## config.mk

```make
export PLATFORM = sky130hd
export DESIGN_NAME = urv_mult_seq
export DESIGN_NICKNAME = d
export VERILOG_FILES = /design/src/rtl/urv_mult_seq_pkg.sv /design/src/rtl/urv_mult_seq_mult18x18.sv /design/src/rtl/urv_mult_seq.sv
export SDC_FILE = /design/constraint.sdc
export NUM_CORES = 1
export LEC_CHECK = 0
export CORE_UTILIZATION = 40
export CTS_CLUSTER_SIZE = 16
export DETAILED_ROUTE_END_ITERATION = 10
export GPL_TIMING_DRIVEN = 1
export PLACE_DENSITY = 0.61
export SETUP_SLACK_MARGIN = 0.15
export SLEW_MARGIN = 20
export SYNTH_ARGS = -nofsm -noshare
export SYNTH_HDL_FRONTEND = slang
export SYNTH_HIERARCHICAL = 1
export SYNTH_SLANG_ARGS = --single-unit
```

## constraint.sdc

```tcl
create_clock -name clk_i -period 25.1 [get_ports clk_i]
set_input_delay 3.765 -clock clk_i [delete_from_list [all_inputs] [get_ports clk_i]]
set_output_delay 3.765 -clock clk_i [all_outputs]
set_load 0.005 [all_outputs]
```

## src/rtl/urv_mult_seq_pkg.sv

```systemverilog
// Shared types, widths and helpers for the sequential RV32M multiplier.
package urv_mult_seq_pkg;

  localparam int unsigned XLEN  = 32;
  localparam int unsigned HALF  = 16;
  localparam int unsigned OPW   = 18;
  localparam int unsigned PRODW = 36;
  localparam int unsigned ACCW  = 64;

  // Left shift applied to partial product k before accumulation
  localparam int unsigned SHIFT_K0 = 0;
  localparam int unsigned SHIFT_K1 = 16;
  localparam int unsigned SHIFT_K2 = 16;
  localparam int unsigned SHIFT_K3 = 32;

  typedef enum logic [1:0] {
    FUN_MUL    = 2'b00,
    FUN_MULH   = 2'b01,
    FUN_MULHSU = 2'b10,
    FUN_MULHU  = 2'b11
  } fun_t;

  typedef enum logic [1:0] {
    ST_IDLE  = 2'b00,
    ST_ISSUE = 2'b01,
    ST_DRAIN = 2'b10
  } state_t;

  // Operation captured when a start is accepted
  typedef struct packed {
    fun_t             fun;
    logic [XLEN-1:0]  a;
    logic [XLEN-1:0]  b;
  } mul_req_t;

  // Upper half of an operand widened to the multiplier input width
  function automatic logic [OPW-1:0] hi_ext(logic [XLEN-1:0] v, logic sgn);
    return {{(OPW-HALF){sgn & v[XLEN-1]}}, v[XLEN-1:HALF]};
  endfunction

  // Lower half of an operand, always unsigned
  function automatic logic [OPW-1:0] lo_ext(logic [XLEN-1:0] v);
    return {{(OPW-HALF){1'b0}}, v[HALF-1:0]};
  endfunction

  // Sign-extend a partial product and align it to its weight
  function automatic logic [ACCW-1:0] pp_align(logic [PRODW-1:0] p, logic [1:0] k);
    logic [ACCW-1:0] ext;
    ext = {{(ACCW-PRODW){p[PRODW-1]}}, p};
    case (k)
      2'd0:    return ext << SHIFT_K0;
      2'd1:    return ext << SHIFT_K1;
      2'd2:    return ext << SHIFT_K2;
      default: return ext << SHIFT_K3;
    endcase
  endfunction

endpackage

```

## src/rtl/urv_mult_seq_mult18x18.sv

```systemverilog
// Registered 18x18 signed multiplier with clock enable (generic model of the platform primitive).
module urv_mult18x18 (
  input  logic               clk_i,
  input  logic               rst_i,
  input  logic               ce_i,
  input  logic signed [17:0] x_i,
  input  logic signed [17:0] y_i,
  output logic signed [35:0] q_o
);

  // Product register, frozen when ce_i is low
  always_ff @(posedge clk_i or posedge rst_i) begin
    if (rst_i) begin
      q_o <= '0;
    end else if (ce_i) begin
      q_o <= x_i * y_i;
    end
  end

endmodule

```

## src/rtl/urv_mult_seq.sv

```systemverilog
// Sequential RV32M multiplier: four 18x18 partial products through one shared multiplier.
module urv_mult_seq
  import urv_mult_seq_pkg::*;
#(
  parameter int unsigned g_fast_mul_lo = 1
) (
  input  logic        clk_i,
  input  logic        rst_i,
  input  logic        stall_i,
  input  logic        abort_i,
  input  logic        start_i,
  input  logic [31:0] rs1_i,
  input  logic [31:0] rs2_i,
  input  logic [1:0]  fun_i,
  output logic        busy_o,
  output logic        done_o,
  output logic [31:0] result_o
);

  state_t            state_q, state_d;
  logic [1:0]        k_q, k_d;
  mul_req_t          req_q, req_d;
  logic [ACCW-1:0]   acc_q, acc_d;
  logic [XLEN-1:0]   result_q, result_d;
  logic              busy_q, busy_d;
  logic              done_q, done_d;

  logic              a_sgn, b_sgn;
  logic [OPW-1:0]    mx, my;
  logic [PRODW-1:0]  prod;
  logic [ACCW-1:0]   sum;
  logic              last_pair;

  assign a_sgn = (req_q.fun == FUN_MULH) || (req_q.fun == FUN_MULHSU);
  assign b_sgn = (req_q.fun == FUN_MULH);

  // Operand pair selection for the partial product being issued
  always_comb begin
    mx = lo_ext(req_q.a);
    my = lo_ext(req_q.b);
    case (k_q)
      2'd0: begin mx = lo_ext(req_q.a);        my = lo_ext(req_q.b);        end
      2'd1: begin mx = lo_ext(req_q.a);        my = hi_ext(req_q.b, b_sgn); end
      2'd2: begin mx = hi_ext(req_q.a, a_sgn); my = lo_ext(req_q.b);        end
      default: begin mx = hi_ext(req_q.a, a_sgn); my = hi_ext(req_q.b, b_sgn); end
    endcase
  end

  urv_mult18x18 u_mult (
    .clk_i (clk_i),
    .rst_i (rst_i),
    .ce_i  (~stall_i),
    .x_i   (mx),
    .y_i   (my),
    .q_o   (prod)
  );

  // Next-state, accumulation and output logic
  always_comb begin
    state_d   = state_q;
    k_d       = k_q;
    req_d     = req_q;
    acc_d     = acc_q;
    result_d  = result_q;
    busy_d    = busy_q;
    done_d    = done_q;
    // Product in the register belongs to the pair issued one cycle earlier
    sum       = acc_q + pp_align(prod, k_q - 2'd1);
    last_pair = (k_q == 2'd3) ||
                ((k_q == 2'd2) && (g_fast_mul_lo != 0) && (req_q.fun == FUN_MUL));

    if (abort_i) begin
      state_d = ST_IDLE;
      k_d     = 2'd0;
      busy_d  = 1'b0;
      done_d  = 1'b0;
    end else if (!stall_i) begin
      done_d = 1'b0;
      case (state_q)
        ST_IDLE: begin
          if (start_i) begin
            req_d.fun = fun_t'(fun_i);
            req_d.a   = rs1_i;
            req_d.b   = rs2_i;
            acc_d     = '0;
            k_d       = 2'd0;
            busy_d    = 1'b1;
            state_d   = ST_ISSUE;
          end
        end
        ST_ISSUE: begin
          if (k_q != 2'd0) begin
            acc_d = sum;
          end
          k_d = k_q + 2'd1;
          if (last_pair) begin
            state_d = ST_DRAIN;
          end
        end
        ST_DRAIN: begin
          acc_d    = sum;
          result_d = (req_q.fun == FUN_MUL) ? sum[XLEN-1:0] : sum[ACCW-1:XLEN];
          done_d   = 1'b1;
          busy_d   = 1'b0;
          k_d      = 2'd0;
          state_d  = ST_IDLE;
        end
        default: begin
          state_d = ST_IDLE;
          busy_d  = 1'b0;
        end
      endcase
    end
  end

  // State and datapath registers
  always_ff @(posedge clk_i or posedge rst_i) begin
    if (rst_i) begin
      state_q  <= ST_IDLE;
      k_q      <= 2'd0;
      req_q    <= '0;
      acc_q    <= '0;
      result_q <= '0;
      busy_q   <= 1'b0;
      done_q   <= 1'b0;
    end else begin
      state_q  <= state_d;
      k_q      <= k_d;
      req_q    <= req_d;
      acc_q    <= acc_d;
      result_q <= result_d;
      busy_q   <= busy_d;
      done_q   <= done_d;
    end
  end

  assign busy_o   = busy_q;
  assign done_o   = done_q;
  assign result_o = result_q;

endmodule
```

# Word-level counts from Yosys, hierarchy flattened
# Cells that the tools add are included.
# totals
regBits	204
inputBits	71
out_inout_bits	34
# op_classes
n_addsub	3
mul	1
n_eq_ne	15
muxes	23
bitwise_logic	4
n_reduce_logical	19
# ops
cell	count
case mux 64 bit (3 select lines)	1
two-way mux 64 bit	2
case mux 64 bit (2 select lines)	1
adder 64 bit	1
multiplier 18 x 18 -> 36 bit	1
two-way mux 18 bit	2
two-way mux 32 bit	1
two-way mux 2 bit	7
AND reduction 3 bit	4
== test 2 bit (second input constant)	5
== test 2 x 1 -> 1 bit (second input constant)	4
zero test 2 bit	4
two-way mux 1 bit	6
!= test 2 bit (second input constant)	3
!= test 3 bit (second input constant)	2
case mux 2 bit (3 select lines)	1
OR reduction 2 bit	3
AND reduction 5 bit	1
case mux 2 bit (2 select lines)	1
AND reduction 4 bit	1
nonzero test 4 bit	1
nonzero test 3 bit	1
adder 2 x 1 -> 2 bit (second input constant)	1
AND 1 bit	2
7 further kinds	9

# Depth between registers and ports, before layout
# logic_depth
ltp_word	7
ltp_mapped	31
ltp_nobuf	27

# Modules after synthesis
# The synthesis kept the hierarchy.
# by_module_without_submodules
mod	instances	cells_each	area_per_inst_um2	seq_area_each_um2
urv_mult18x18	1	1465	13671.9	900.9
urv_mult_seq	1	1302	11751.3	4204.0

# Worst setup path before layout
# Ideal clock, no wire load.
# synth_path
kind	reg2reg
start	register k_q[0]
end	register u_mult.q_o[29]
t_arrival_ns	7.956
t_required_ns	24.975
slack_ns	17.019
stages_incl_launch_ff	30
n_path_buf	3
synth_period_minus_slack_ns	8.081
path_cell_list	dfrtp_1 inv_1 ha_1 nor2_1 clkbuf_1 and3_1 clkbuf_1 clkbuf_1 nand2_1 inv_1 fa_1 inv_1 fa_1 inv_1 ha_1 inv_1 fa_1 inv_1 fa_1 inv_1 fa_1 inv_1 ha_1 o211a_1 a221o_1 or3_4 o31ai_4 o21ai_0 xor2_1 mux2_2
# synth_between
elab_chain_cells	4
# synth_lines
item	line	source
start, declared	urv_mult_seq.sv:21	logic [1:0] k_q, k_d;
start signal, assigned	urv_mult_seq.sv:128	k_q <= k_d;
== test 2 x 1 -> 1 bit / zero test 2 bit (equally long branches)	urv_mult_seq.sv:41	case (k_q)
OR reduction 2 bit (no source line) *	n/a	
two-way mux 18 bit *	n/a	
net mx[16]	urv_mult_seq.sv:29	logic [OPW-1:0] mx, my;
multiplier 18 x 18 -> 36 bit *	urv_mult_seq_mult18x18.sv:16	q_o <= x_i * y_i;
end signal, assigned	urv_mult_seq_mult18x18.sv:16	
end, declared	urv_mult_seq_mult18x18.sv:8	output logic signed [35:0] q_o
# The timed path passes the listed nets; every way through them passes the cells marked *.
# A chain may end at the register's enable or synchronous reset.

# Final worst setup path
# layout_path
start	register k_q[0]
end	register u_mult.q_o[29]
# layout_between
elab_chain_cells	4
# layout_lines
item	line
== test 2 bit / zero test 2 bit (equally long branches)	urv_mult_seq.sv:41
OR reduction 2 bit (no source line) *	n/a
two-way mux 18 bit *	n/a
net my[0]	urv_mult_seq.sv:29
multiplier 18 x 18 -> 36 bit *	urv_mult_seq_mult18x18.sv:16
# Marked as above.

==> metrics.md <==
| Metric | Value |
|---|---|
| Result of the run | `completed` |
| Cts-stage hold buffer count | `0` |
| Maximum fanout along the worst path | `18` |
| RSZ-0062 raised after global routing | `false` |
| Die X | `254 um` |
| Critical path data required time | `25540 ps` |
| Die outline height | `254 um` |
| Clock buffer depth | `3` |
| Fraction of synthesized cell area in xor and xnor cells | `3.10%` |
| Setup crit end kind | `flip-flop` |
| Antenna violations before repair | `0` |
| Reg2Reg Launch Point | `k_q[0]` |
| Via count of the first global-routing pass | `approximately 21000` |
| Number of cells on the worst reg-to-reg path | `27` |
| Slowest cell delay on critical path | `780 ps` |
| Synthesized netlist net count | `3337` |
| Adder-cell share of the synthesized area | `34.3%` |
| Gate count after technology mapping | `2767` |
| Drt first-iter violations | `between 1000 and 1500` |
| Buffers inserted during post-CTS setup optimization | `0` |
| Critical hold path startpoint | `acc_q[2]` |
| Proportion of synthesized flip-flops having asynchronous set or reset | `100%` |
| Post-synthesis simple-gate area fraction | `14.1%` |
| Layout cell share with drive strength beyond 1 | `between 7 and 8%` |
| Top-count cell post-synth | `inv_1` |
| Internal reg-to-reg setup slack | `approximately 17000 ps` |
| Multiplexer fraction of the synthesized cell area | `under 10%` |
| Syn Std Cell Area | `25400 um^2` |
| Drt via density | `5.35` |
| Slew Viols, Final | `0` |
| Most used cell, CP | `inv_1` |
| Yosys warning count | `6` |
| Worst slew margin | `29.6%` |
| Data arrival time at the worst-slack endpoint | `8850 ps` |
| Setup Crit Path Kind | `flip-flop to flip-flop` |
| Core Util, Final | `44.6%` |
| Portion of the post-synthesis area used by sequential elements | `20.1%` |
| Share of the synthesized area in the top cell type | `26.0%` |
| Global route overflow | `0` |
| Synth cell types | `between 80 and 90` |
| Drt drc | `0` |
| Ranking of synthesized cells by area | `fa_1 26%, dfrtp_1 20%, ha_1 8.3%, inv_1 6.8%, mux2_2 5.3%` |
| Compound-gate portion of the synthesized area | `a little over an eighth` |
| Portion of the clock cycle consumed by the worst path in the final layout | `33.5%` |
| Avg Cell Area, Syn | `9.19 um^2` |
| Gr busiest metal | `met2` |
| Launching element of the worst setup path | `k_q[0]` |
| Post-Route Setup TNS | `0 ps` |
| Largest net degree at the start of global routing | `69` |
| Main combinational cell family by area after synthesis | `adder cells` |
| Vias after detailed routing | `a little under 20000` |
| Highest clock frequency the design can meet | `0.119 GHz` |
| Core Box Area | `63000 um^2` |
| Root Driver | `clkbuf_16` |
| H-tree lvl count | `1` |
| Global Route met2 Usage | `39.7%` |
| Crit path to | `u_mult/q_o[29]` |
| Gp weighted congestion | `0.956` |
| Launching element type of the critical path | `flip-flop` |
| Cell type of the slowest stage on the worst timing path | `fa_1` |
| End of the worst register-to-register path | `u_mult/q_o[29]` |
| Post-synth top cells | `458 x inv_1, 330 x fa_1, 310 x nand2_1, 204 x dfrtp_1, 180 x and2_1` |
| Starting utilization of the core area | `40.4%` |
| Tot GR Track Use | `around 23%` |
| CTS clock-pin slew for the worst setup and hold paths | `60 ps` |
| Synth area leader | `fa_1` |
| Met1 GRT Util | `31.2%` |
| Final antenna-violating net count | `0` |
| Detail-routed net length per standard cell | `19.7 um` |
| Final critical delay including setup and external delays | `8410 ps` |
| # clock sinks | `between 200 and 250` |
| Count of antenna diodes in the layout | `0` |
| Count of final setup violators | `0` |
| Count of pins on the block boundary | `105` |
| Actual slew at the worst max-slew pin | `1060 ps` |
| EDFF count, synth | `0` |
| Met3 layer usage reported by global route | `between 2 and 2.5%` |
| Number of port buffers | `104` |
| Clock Latency Late Sink | `580 ps` |
| Die Area | `64600 um^2` |
| Std-Cell Rows | `92` |
| Final hold viol count | `0` |
| Worst Hold Class | `flip-flop to flip-flop` |
| HPWL reported at the end of detailed placement | `57000 um` |
| Layout area overhead | `10.3%` |
| Max-cap violations | `0` |
| Worst clock skew on the final layout | `32.9 ps` |
| Flip-flop and latch count after synthesis | `204` |
| Number of nets in the final layout | `3352` |
| Routed wire length | `72000 um` |
| Post-CTS sizing | `0` |
| Router iterations before antenna repair | `5` |
| First-pass GRT wire length | `117000 um` |
| Flip-flop cell with the highest count after synthesis | `dfrtp_1` |
| Clock tree from TritonCTS | `done` |
| Number of buffers created by CTS | `26` |
==> layout by cell type, fill, tap and decap left out, drive strengths merged, types with 38 or more instances in the layout <==
master           n
and2           180
nand2          310
a22o            54
dfrtp          204
ha             169
xor2            40
clkdlybuf4s50  104
a21oi          176
o21ai           88
xnor2           50
clkbuf          38
inv            459
mux2           120
a21o            48
fa             330
nor2            71
==> worst min path at each step <==
stage / end / depth (start not counted)
6_report: acc_q[2] / 2
5_1_grt: req_q[22] / 1
4_1_cts: acc_q[2] / 2
3_5_place_dp: acc_q[2] / 2
3_3_place_gp: acc_q[2] / 2
2_1_floorplan: acc_q[0] / 2
==> worst max-delay path: cells and delay by family (launching register included) <==
family | cells | cell delay, ps
fa+ha+maj | 8 | 4050
buf+inv | 9 | 1110
compound gates | 4 | 1040
mux | 2 | 790
simple gates | 3 | 640
flops | 1 | 450
xor+xnor | 1 | 160
==> cells by family after synthesis <==
kind of cell / after synthesis
and+or+nand+nor: 730
buffers and inverters: 594
AOI/OAI and AO/OA: 517
adders and majority gates: 499
DFF: 204
muxes: 133
xor gates and xnor gates: 90
==> metal layers <==
metal | up-vias | share of wire [%]
met2 | 523 | 49
met5 | - | 0
li1 | 9011 | -
met4 | 0 | 2.8
met3 | 110 | 4.2
met1 | 9861 | 44
==> metrics by stage <==
step,hold WS (ps),cells,instance area [um^2],setup slack (ps)
finish,471,3648,28100,16690
global route,512,3648,28100,16160
CTS,480,3648,28100,16640
detailed placement,467,3600,27100,16670
global placement,457,3600,27100,16830
floorplan,445,2767,25400,16790
==> state kept, by name, indices dropped and copies added (netlist names) <==
register	count
req_q	66
acc_q	64
u_mult/q_o	36
result_o	32
k_q	2
state_q	2
busy_o	1
done_o	1
==> cell type report <==
type	instances	area [um^2]
Clock buffer	38	776
Clock inverter	10	170
Fill cell	6113	34900
Inverter	459	1730
Multi-Input combinational cell	1969	18000
Sequential cell	204	5100
Tap cell	846	1060
Timing Repair Buffer	122	1180
Power is not shown: default switching activity piles up to over one toggle a cycle in this logic, so the estimate is an artifact.
